### src/rtl/sram_arb_pkg.sv
// rtl/sram_arb_pkg.sv - shared state encoding, owner codes and abort data for the SRAM arbiter
package sram_arb_pkg;

    typedef enum logic [1:0] {
        ST_IDLE   = 2'd0,
        ST_ACCESS = 2'd1,
        ST_DONE   = 2'd2
    } state_t;

    localparam logic [1:0] OWN_CPU = 2'd0;
    localparam logic [1:0] OWN_DMA = 2'd1;
    localparam logic [1:0] OWN_VID = 2'd2;

    localparam logic [7:0] RDATA_ABORT = 8'hFF;

endpackage

### src/rtl/sram_rr_pick.sv
// rtl/sram_rr_pick.sv - 2-way round-robin picker; ptr=0 favours req[0] (CPU), ptr=1 favours req[1] (DMA)
module sram_rr_pick (
    input  logic [1:0] i_req,
    input  logic       i_ptr,
    output logic [1:0] o_grant,
    output logic       o_next_ptr
);

    // The pointer always moves to favour the port that did not just win.
    always_comb begin
        o_grant    = 2'b00;
        o_next_ptr = i_ptr;
        if (i_req[0] && (!i_req[1] || !i_ptr)) begin
            o_grant    = 2'b01;
            o_next_ptr = 1'b1;
        end else if (i_req[1]) begin
            o_grant    = 2'b10;
            o_next_ptr = 1'b0;
        end
    end

endmodule

### src/rtl/sram_arbiter.sv
// rtl/sram_arbiter.sv - single-SRAM arbiter for CPU/DMA (and video when SRAM_VIDEO_PORT_EN is defined)
module sram_arbiter
    import sram_arb_pkg::*;
#(
    parameter int ADDR_W         = 19,
    parameter int DATA_W         = 8,
    parameter int TIMEOUT_CYCLES = 16
) (
    input  logic              clk,
    input  logic              reset,
    input  logic              cpu_req,
    input  logic              cpu_we,
    input  logic [ADDR_W-1:0] cpu_addr,
    input  logic [DATA_W-1:0] cpu_wdata,
    output logic              cpu_ack,
    output logic              cpu_wait,
    input  logic              dma_req,
    input  logic              dma_we,
    input  logic [ADDR_W-1:0] dma_addr,
    input  logic [DATA_W-1:0] dma_wdata,
    output logic              dma_ack,
`ifdef SRAM_VIDEO_PORT_EN
    input  logic              vid_req,
    input  logic [ADDR_W-1:0] vid_addr,
    output logic              vid_ack,
`endif
    output logic [DATA_W-1:0] rdata,
    output logic [ADDR_W-1:0] mem_addr,
    output logic [DATA_W-1:0] mem_wdata,
    output logic              mem_rd,
    output logic              mem_we,
    input  logic [DATA_W-1:0] mem_rdata,
    input  logic              mem_ready,
    input  logic              err_clr,
    output logic              timeout_err
);

    localparam int CNT_W = $clog2(TIMEOUT_CYCLES);

    state_t            r_state;
    state_t            w_next_state;
    logic [1:0]        r_owner;
    logic              r_we;
    logic              r_ptr;
    logic [CNT_W-1:0]  r_cnt;
    logic [1:0]        w_grant;
    logic              w_next_ptr;
    logic              w_vid_req;
    logic              w_abort;

`ifdef SRAM_VIDEO_PORT_EN
    assign w_vid_req = vid_req;
    assign vid_ack   = (r_state == ST_DONE) && (r_owner == OWN_VID);
`else
    assign w_vid_req = 1'b0;
`endif

    sram_rr_pick u_pick (
        .i_req      ({dma_req, cpu_req}),
        .i_ptr      (r_ptr),
        .o_grant    (w_grant),
        .o_next_ptr (w_next_ptr)
    );

    always_comb begin
        w_next_state = r_state;
        w_abort      = 1'b0;
        case (r_state)
            ST_IDLE: begin
                if (w_vid_req || (w_grant != 2'b00)) begin
                    w_next_state = ST_ACCESS;
                end
            end
            ST_ACCESS: begin
                // A late ready on the final counted cycle still completes normally.
                if (mem_ready) begin
                    w_next_state = ST_DONE;
                end else if (r_cnt == CNT_W'(TIMEOUT_CYCLES - 1)) begin
                    w_abort      = 1'b1;
                    w_next_state = ST_DONE;
                end
            end
            ST_DONE: w_next_state = ST_IDLE;
            default: w_next_state = ST_IDLE;
        endcase
    end

    always_ff @(posedge clk or posedge reset) begin
        if (reset) begin
            r_state     <= ST_IDLE;
            r_owner     <= OWN_CPU;
            r_we        <= 1'b0;
            r_ptr       <= 1'b0;
            r_cnt       <= '0;
            rdata       <= '0;
            mem_addr    <= '0;
            mem_wdata   <= '0;
            mem_rd      <= 1'b0;
            mem_we      <= 1'b0;
            timeout_err <= 1'b0;
        end else begin
            r_state <= w_next_state;
            case (r_state)
                ST_IDLE: begin
                    r_cnt <= '0;
`ifdef SRAM_VIDEO_PORT_EN
                    if (vid_req) begin
                        r_owner  <= OWN_VID;
                        mem_addr <= vid_addr;
                        r_we     <= 1'b0;
                        mem_rd   <= 1'b1;
                        mem_we   <= 1'b0;
                    end else
`endif
                    if (w_grant[0]) begin
                        r_owner   <= OWN_CPU;
                        mem_addr  <= cpu_addr;
                        mem_wdata <= cpu_wdata;
                        r_we      <= cpu_we;
                        mem_rd    <= ~cpu_we;
                        mem_we    <= cpu_we;
                        r_ptr     <= w_next_ptr;
                    end else if (w_grant[1]) begin
                        r_owner   <= OWN_DMA;
                        mem_addr  <= dma_addr;
                        mem_wdata <= dma_wdata;
                        r_we      <= dma_we;
                        mem_rd    <= ~dma_we;
                        mem_we    <= dma_we;
                        r_ptr     <= w_next_ptr;
                    end
                end
                ST_ACCESS: begin
                    r_cnt <= r_cnt + 1'b1;
                    if (mem_ready) begin
                        if (!r_we) begin
                            rdata <= mem_rdata;
                        end
                    end else if (w_abort) begin
                        rdata <= DATA_W'(RDATA_ABORT);
                    end
                    if (w_next_state == ST_DONE) begin
                        mem_rd <= 1'b0;
                        mem_we <= 1'b0;
                    end
                end
                default: ;
            endcase
            if (w_abort) begin
                timeout_err <= 1'b1;
            end else if (err_clr) begin
                timeout_err <= 1'b0;
            end
        end
    end

    assign cpu_ack  = (r_state == ST_DONE) && (r_owner == OWN_CPU);
    assign dma_ack  = (r_state == ST_DONE) && (r_owner == OWN_DMA);
    assign cpu_wait = cpu_req & ~cpu_ack;

endmodule

### config.mk
export PLATFORM = sky130hd
export DESIGN_NAME = sram_arbiter
export DESIGN_NICKNAME = d
export VERILOG_FILES = /design/src/rtl/sram_arb_pkg.sv /design/src/rtl/sram_rr_pick.sv /design/src/rtl/sram_arbiter.sv
export SDC_FILE = /design/constraint.sdc
export NUM_CORES = 1
export LEC_CHECK = 0
export CORE_MARGIN = 1.5
export CORE_UTILIZATION = 47
export CTS_BUF_LIST = sky130_fd_sc_hd__clkbuf_8
export DETAILED_ROUTE_END_ITERATION = 8
export DONT_BUFFER_PORTS = 1
export GPL_ROUTABILITY_DRIVEN = 0
export PLACE_DENSITY = 0.68
export SETUP_SLACK_MARGIN = 0.3
export SLEW_MARGIN = 10
export SYNTH_ARGS = -nofsm -noshare
export SYNTH_HDL_FRONTEND = slang
export SYNTH_SLANG_ARGS = --single-unit
### constraint.sdc
create_clock -name clk -period 3.96 [get_ports clk]
set_input_delay 0.792 -clock clk [delete_from_list [all_inputs] [get_ports clk]]
set_output_delay 0.792 -clock clk [all_outputs]
set_load 0.1 [all_outputs]
==> reports/metrics.yaml, run 1 <==
grt.total_usage: 0.1879
cts_max_level: 2
detail_route.drc_violations: 0
postSynth.topFlopCell: "sky130_fd_sc_hd__dfrtp_1"
cts_inserted_buffers: 5
path_clk_slew_ps: 80
worst_slew_margin_rel: 0.2044
gr-usage-met2: 0.3282
initial_utilization: 0.5006
crit_arrival_ps: 1720
placementRows: 24
worst_path_required_time_ps: 3170
rsz_0062_raised_after_global_routing: "false"
global_route.peak_usage_layer: "met2"
wl_per_cell_um: 18.72
min-delay-start: "r_cnt[0]$_DFFE_PP0N_"
maximum_number_of_pins_on_one_net_before_global_route_repair: 48
setup_viol: 0
timing.final.hold_violations: 0
async_reset_ff_frac: 1.000
crit-reg2reg-launch: "r_ptr$_DFFE_PP0P_"
crit_type: "reg2out"
drt_pass1_iterations: 4
number_of_filler_instances_in_the_final_layout: 404
post_cts.repair.setup_buffers: 0
vias_cell: 6.358
antenna-diode-count: 0
netlist.top_cell.by_area: "sky130_fd_sc_hd__dfrtp_1"
grt-ovfl-total: 0
maxClockFrequency_mhz: 397.8
synth_unique_cells: 35
first_global_vias: 1606
clk_root_buffer_cell: "sky130_fd_sc_hd__clkbuf_8"
cts-resized-gates: 0
status: "finished clean"
setup_tns_ps: 0
vias: 1615
use_met1: 0.2209
synth_commonest_cells: "sky130_fd_sc_hd__dfrtp_1, sky130_fd_sc_hd__o21ai_1, sky130_fd_sc_hd__mux2i_1"
critical-path-top-delay-family: "simple AND/OR/NAND/NOR gates"
floorplan.core_area_um2: 4474
finalCoreUtilization: 0.5210
worstPathMaxFanout: 9
clock_latency_late_sink_ps: 290
drt-total-wl_um: 4756
hold_path_class: "reg2reg"
boundaryPins: 111
grt_antenna_before_repair: 0
critPathSlowestCell: "sky130_fd_sc_hd__and3b_1"
dp_cells: 246
critical_path.max_stage_delay_ps: 920
total_of_buffers_placed_on_input_and_output_ports: 0
final_cell_count_no_fill: 254
worst_setup_path_start_kind: "flip-flop"
die_height_um: 72.03
synth.most_common_cell: "sky130_fd_sc_hd__dfrtp_1"
top_post_synthesis_cells_by_area: "sky130_fd_sc_hd__dfrtp_1, sky130_fd_sc_hd__mux2i_1, sky130_fd_sc_hd__o21ai_1"
drive_above_1_share: 0.09406
detailedPlacementHpwl_um: 3419
final_antenna_net_count: 0
skew_ps: 6.058
cts_tree: "done"
crit_path_end_kind: "primary output"
maxCapViolations: 0
area.growth.synth_to_final_pct: 4.078
synth_seq_cells: 47
timing.critical_path.from: "r_state[0]$_DFF_PP0_"
clk_path_buf_depth: 2
nNetsFinal: 272
synth_sequential_area_ratio: 0.5251
grt_util_met3: 0.04722
grt_pass1_wl_um: 7534
tightest_slew_ps: 1190
syn_inst: 205
share_of_the_cycle_needed_by_the_critical_path_after_routing: 0.6348
detailedRoute.firstIterationViolations: 107
cts_sinks: 47
path_cells: "and3b_1"
fin_worst_hold_slack_ps: 530.1
ys_warn_count: 0
worstPathBufferInverterCount: 0
synth_top_area_share: 0.5251
synth.avg_cell_area_um2: 10.93
syn-num-nets: 276
die_area_um2: 5188
netlist_area_before_placement_um2: 2240
report.final.slew_viol_count: 0
count_of_flip_flops_with_a_built_in_enable_after_synthesis: 0
count_of_hold_fix_buffers_inserted_at_cts: 0
finalWorstPathRequiredPeriod_ps: 2514
die_w_um: 72.03
==> path summary, 6_finish.rpt <==
check / slack, ps / end / cells past startpoint
max in group asynchronous: 2780 / r_owner[0]$_DFFE_PP0P_ / 1
worst max register to register: 1900 / mem_we$_DFFE_PP0P_ / 3
worst max-delay path: 1450 / dma_ack / 1
worst min register to register: 530 / r_cnt[0]$_DFFE_PP0N_ / 1
min in group asynchronous: 590 / timeout_err$_DFFE_PP0P_ / 1
worst min-delay path: 530 / r_cnt[0]$_DFFE_PP0N_ / 1
==> layout by cell type, fill, tap and decap left out, types with 2 or more instances in the layout <==
cell	instances
sky130_fd_sc_hd__dfrtp_1	47
sky130_fd_sc_hd__o21ai_1	39
sky130_fd_sc_hd__mux2i_1	29
sky130_fd_sc_hd__o21ai_0	22
sky130_fd_sc_hd__inv_1	5
sky130_fd_sc_hd__nor2_1	5
sky130_fd_sc_hd__o2bb2ai_1	5
sky130_fd_sc_hd__nand2_1	5
sky130_fd_sc_hd__clkbuf_8	5
sky130_fd_sc_hd__o22a_1	4
sky130_fd_sc_hd__nor2_2	4
sky130_fd_sc_hd__a2bb2oi_1	4
sky130_fd_sc_hd__nand3_1	3
sky130_fd_sc_hd__a31oi_1	2
sky130_fd_sc_hd__a21oi_1	2
sky130_fd_sc_hd__buf_4	2
==> worst register-to-register path, cell delays in order, from the launching register on <==
cell and delay [ps]:
sky130_fd_sc_hd__dfrtp_1 440, sky130_fd_sc_hd__a21boi_4 940, sky130_fd_sc_hd__mux2i_1 410, sky130_fd_sc_hd__o22ai_1 120
==> layout make-up <==
class / instances / area [µm²] / area share
Clock inverter: 3 / 12.51 / 0.005368
Clock buffer: 5 / 68.82 / 0.02952
Sequential cell: 47 / 1176 / 0.5046
Tap cell: 52 / 65.06 / 0.02791
Inverter: 4 / 15.01 / 0.006441
Multi-Input combinational cell: 141 / 978.4 / 0.4198
Timing Repair Buffer: 2 / 15.01 / 0.006441
==> logic make-up (layout without fill, tap and decap cells) <==
group | Yosys count | after routing | synth area share
buffers and inverters | 17 | 14 | 0.04860
muxes | 29 | 29 | 0.1296
DFF | 47 | 47 | 0.5251
adders and majority gates | 1 | 1 | 0.005586
and+or+nand+nor | 26 | 26 | 0.06481
AOI/OAI and AO/OA | 85 | 85 | 0.2263
==> stage by stage <==
step	setup WS, ps	instance area, µm²
2_1_floorplan	523.7	2245
3_3_place_gp	1658	2250
3_5_place_dp	1577	2250
4_1_cts	1430	2331
5_1_grt	1387	2331
6_report	1446	2331
==> routing by layer <==
| metal | vias up | routed length, µm |
|---|---|---|
| met1 | 779 | 1833 |
| met4 | 0 | 29 |
| met3 | 4 | 394 |
| met5 | - | 0 |
| li1 | 740 | - |
| met2 | 92 | 2499 |
==> sequential cells by signal (all words and copies together), names as in the netlist, 2 cells and up <==
name       count
mem_addr      19
mem_wdata      8
r_cnt          4
r_state        2
rdata          8
Power of run 1 is left out: the tool's default activity adds up to more than one toggle a clock period on the data nets, which glitch-free logic cannot reach.
==> inputs of run 2 (changes only) <==
--- a/config.mk
+++ b/config.mk
@@ -5,13 +5,14 @@
 export SDC_FILE = /design/constraint.sdc
 export NUM_CORES = 1
 export LEC_CHECK = 0
+export ABC_AREA = 1
 export CORE_MARGIN = 1.5
 export CORE_UTILIZATION = 47
 export CTS_BUF_LIST = sky130_fd_sc_hd__clkbuf_8
 export DETAILED_ROUTE_END_ITERATION = 8
 export DONT_BUFFER_PORTS = 1
 export GPL_ROUTABILITY_DRIVEN = 0
-export PLACE_DENSITY = 0.68
+export PLACE_DENSITY = 0.7
 export SETUP_SLACK_MARGIN = 0.3
 export SLEW_MARGIN = 10
 export SYNTH_ARGS = -nofsm -noshare
==> constraint.sdc (replaced) <==
create_clock -name clk -period 2.3 [get_ports clk]
set_input_delay 0.46 -clock clk [delete_from_list [all_inputs] [get_ports clk]]
set_output_delay 0.46 -clock clk [all_outputs]
set_load 0.1 [all_outputs]
==> run 2 against run 1 <==
Setup slack worse by 950 ps. Die area grew 16%. Critical path type unchanged. Cell count increased by 70%. Synthesized cell count increased by 58%. Clock skew shrank 0.70 ps. Via count increased by 32%. Routed wire length is 13% higher. Count of clock-buffer cells in the layout did not move. Final area up 29%. Sequential share of layout area fell by 11 points. Flip-flop and latch count did not move.
==> reports/metrics.yaml, run 2 <==
status: "finished clean"
first_global_vias: 2068  # +29%
final_antenna_net_count: 0  # unchanged
worst_slew_margin_rel: 0.6950  # +0.4906
die_w_um: 77.49  # +7.6%
hold_path_class: "in2async"
drive_above_1_share: 0.3168  # +0.2227
report.final.slew_viol_count: 0  # unchanged
final-seq-area_um2: 1176  # unchanged
grt_antenna_before_repair: 0  # unchanged
largest_registers: "mem_addr: 19 flops, mem_wdata: 8 flops, rdata: 8 flops"
largest_register_ffs: 19  # unchanged
clk_path_buf_depth: 2  # unchanged
share_of_the_cycle_needed_by_the_critical_path_after_routing: 0.7855
skew_ps: 5.361  # -0.6970 ps
cpMostUsedCell: "sky130_fd_sc_hd__inv_1"
worst_setup_path_start_kind: "flip-flop"
critPathSlowestCell: "sky130_fd_sc_hd__dfrtp_1"
detailedPlacementHpwl_um: 3997  # +17%
cts_sinks: 47  # unchanged
clock_latency_late_sink_ps: 280  # about the same
boundaryPins: 111  # unchanged
total_of_buffers_placed_on_input_and_output_ports: 0  # unchanged
postSynth.topFlopCell: "sky130_fd_sc_hd__dfrtp_1"
path_clk_slew_ps: 80  # about the same
worstPathMaxFanout: 3  # -6
setup_viol: 0  # unchanged
rsz_0062_raised_after_global_routing: "false"
initial_utilization: 0.4979  # -0.002709
wl_per_cell_um: 12.37  # -34%
worst_path_required_time_ps: 1840  # -1330 ps
synth_unique_cells: 24  # -31%
synth.most_common_cell: "sky130_fd_sc_hd__nand2_1"
maxClockFrequency_mhz: 553.5
maximum_number_of_pins_on_one_net_before_global_route_repair: 37  # -23%
tightest_slew_ps: 455.8  # -734.6 ps
synth.avg_cell_area_um2: 8.073  # -26%
crit_arrival_ps: 1350  # -370 ps
setup_tns_ps: 0  # unchanged
floorplan.core_area_um2: 5238  # +17%
post_cts.repair.setup_buffers: 0  # unchanged
grt.total_usage: 0.1882  # +0.0002929
drt_pass1_iterations: 4  # unchanged
count_of_flip_flops_with_a_built_in_enable_after_synthesis: 0  # unchanged
netlist_area_before_placement_um2: 2608  # +16%
cts_max_level: 2  # unchanged
number_of_filler_instances_in_the_final_layout: 492  # +22%
vias: 2127  # +32%
maxCapViolations: 0  # unchanged
layout_commonest_cell: "sky130_fd_sc_hd__nand2_1"
nNetsFinal: 433  # +59%
netlist.top_cell.by_area: "sky130_fd_sc_hd__dfrtp_1"
final_cell_mix: "sky130_fd_sc_hd__nand2_1, sky130_fd_sc_hd__inv_1, sky130_fd_sc_hd__dfrtp_1, sky130_fd_sc_hd__buf_4, sky130_fd_sc_hd__nor2_1"
cts_tree: "done"
crit_type: "reg2out"
synth_commonest_cells: "sky130_fd_sc_hd__nand2_1, sky130_fd_sc_hd__dfrtp_1, sky130_fd_sc_hd__inv_1"
path_cells: "inv_1, nand2_1, o21ai_1, inv_1, buf_4"
async_reset_ff_frac: 1.000  # unchanged
synth_sequential_area_ratio: 0.4511  # -0.07408
synth_top_area_share: 0.4511  # -0.07408
grt-ovfl-total: 0  # unchanged
top_register: "mem_addr"
vias_cell: 4.912  # -23%
grt_pass1_wl_um: 9073  # +20%
timing.final.hold_violations: 0  # unchanged
critical_path.max_stage_delay_ps: 400  # -520 ps
detailedRoute.firstIterationViolations: 86  # -20%
detail_route.drc_violations: 0  # unchanged
cts_inserted_buffers: 5  # unchanged
finalWorstPathRequiredPeriod_ps: 1807
crit_path_end_kind: "primary output"
ys_warn_count: 0  # unchanged
drt-total-wl_um: 5358  # +13%
area.growth.synth_to_final_pct: 14.97
placementRows: 26  # +8.3%
clk_root_buffer_cell: "sky130_fd_sc_hd__clkbuf_8"
die_area_um2: 6004  # +16%
syn_inst: 323  # +58%
antenna-diode-count: 0  # unchanged
area_of_the_multi_input_gates_um2: 1112  # +14%
synth_seq_cells: 47  # unchanged
syn-num-nets: 394  # +43%
top_post_synthesis_cells_by_area: "sky130_fd_sc_hd__dfrtp_1, sky130_fd_sc_hd__nand2_1, sky130_fd_sc_hd__o21ai_2"
die_height_um: 77.49  # +7.6%
run 2: changes by cell type after synthesis, moves of 5 or more:
cell,delta
sky130_fd_sc_hd__mux2i_1,-29
sky130_fd_sc_hd__o21ai_1,-37
sky130_fd_sc_hd__inv_1,+42
sky130_fd_sc_hd__o21ai_0,-16
sky130_fd_sc_hd__o21ai_2,+26
sky130_fd_sc_hd__nor2_1,+26
sky130_fd_sc_hd__nand2_2,+26
sky130_fd_sc_hd__o2bb2ai_1,-5
sky130_fd_sc_hd__clkbuf_1,-5
sky130_fd_sc_hd__nand2_1,+84
sky130_fd_sc_hd__nand4_1,+9
sky130_fd_sc_hd__nand3_1,+12
run 2: critical path: cells and delay by family, from the launching register on:
kind | cells | cell delay (ps)
simple gates | 1 | 130
compound gates | 1 | 130
flops | 1 | 400
buf+inv | 3 | 390
run 2: what timing repair did:
action                     in CTS  in global routing
gates resized for setup         0                  1
setup endpoints to repair       0                  1
hold buffers                    0                  0
run 2: worst paths after layout:
kind / to / startpoint / cells after the start / slack, ps
setup reg to reg: mem_addr[17]$_DFFE_PP0P_ / r_state[1]$_DFF_PP0_ / 6 / 720
setup / recovery: cpu_wait / r_state[0]$_DFF_PP0_ / 5 / 490
max in group asynchronous: mem_addr[16]$_DFFE_PP0P_ / reset / 2 / 1710
hold / removal: mem_addr[15]$_DFFE_PP0P_ / reset / 1 / 30
min in group clk: timeout_err$_DFFE_PP0P_ / err_clr / 1 / 300
hold reg to reg: r_ptr$_DFFE_PP0P_ / r_ptr$_DFFE_PP0P_ / 2 / 490
run 2: cell families after synthesis:
kind of cell	Yosys count	share of synthesized area
adder cells (fa/ha/maj)	1	0.004798
flip-flops	47	0.4511
AND/OR/NAND/NOR	176	0.3081
buffers and inverters	62	0.1243
AO/OA/AOI/OAI	37	0.1118
run 2: stage by stage:
step | area [µm²] | cells | hold slack [ps] | util | setup slack (ps)
3_3_place_gp | 2917 | 425 | 350.2 | 0.5569 | 755.0
4_1_cts | 2998 | 433 | 29.58 | 0.5724 | 452.1
3_5_place_dp | 2917 | 425 | 346.8 | 0.5569 | 716.1
2_1_floorplan | 2608 | 323 | 454.8 | - | 27.42
5_1_grt | 2998 | 433 | 36.56 | 0.5724 | 317.5
6_report | 2998 | 433 | 31.48 | 0.5724 | 493.4
run 2: layout make-up:
type                    instances  share of cell area
flip-flops and latches         47              0.3923
multi-input cells             214              0.3710
repair buffers                 46              0.1194
inverters                      48             0.06093
well taps                      70             0.02922
clock buffers                   5             0.02295
clock inverters                 3            0.004174
run 2: routing by layer:
layer / part of all wire / up-vias / track usage
met1: 0.42 / 967 / 0.2265
met5: 0 / - / 0
li1: - / 1064 / -
met2: 0.49 / 89 / 0.3325
met4: 0.0097 / 0 / 0.04909
met3: 0.078 / 7 / 0.04941
Power of run 2 is left out for the same reason.
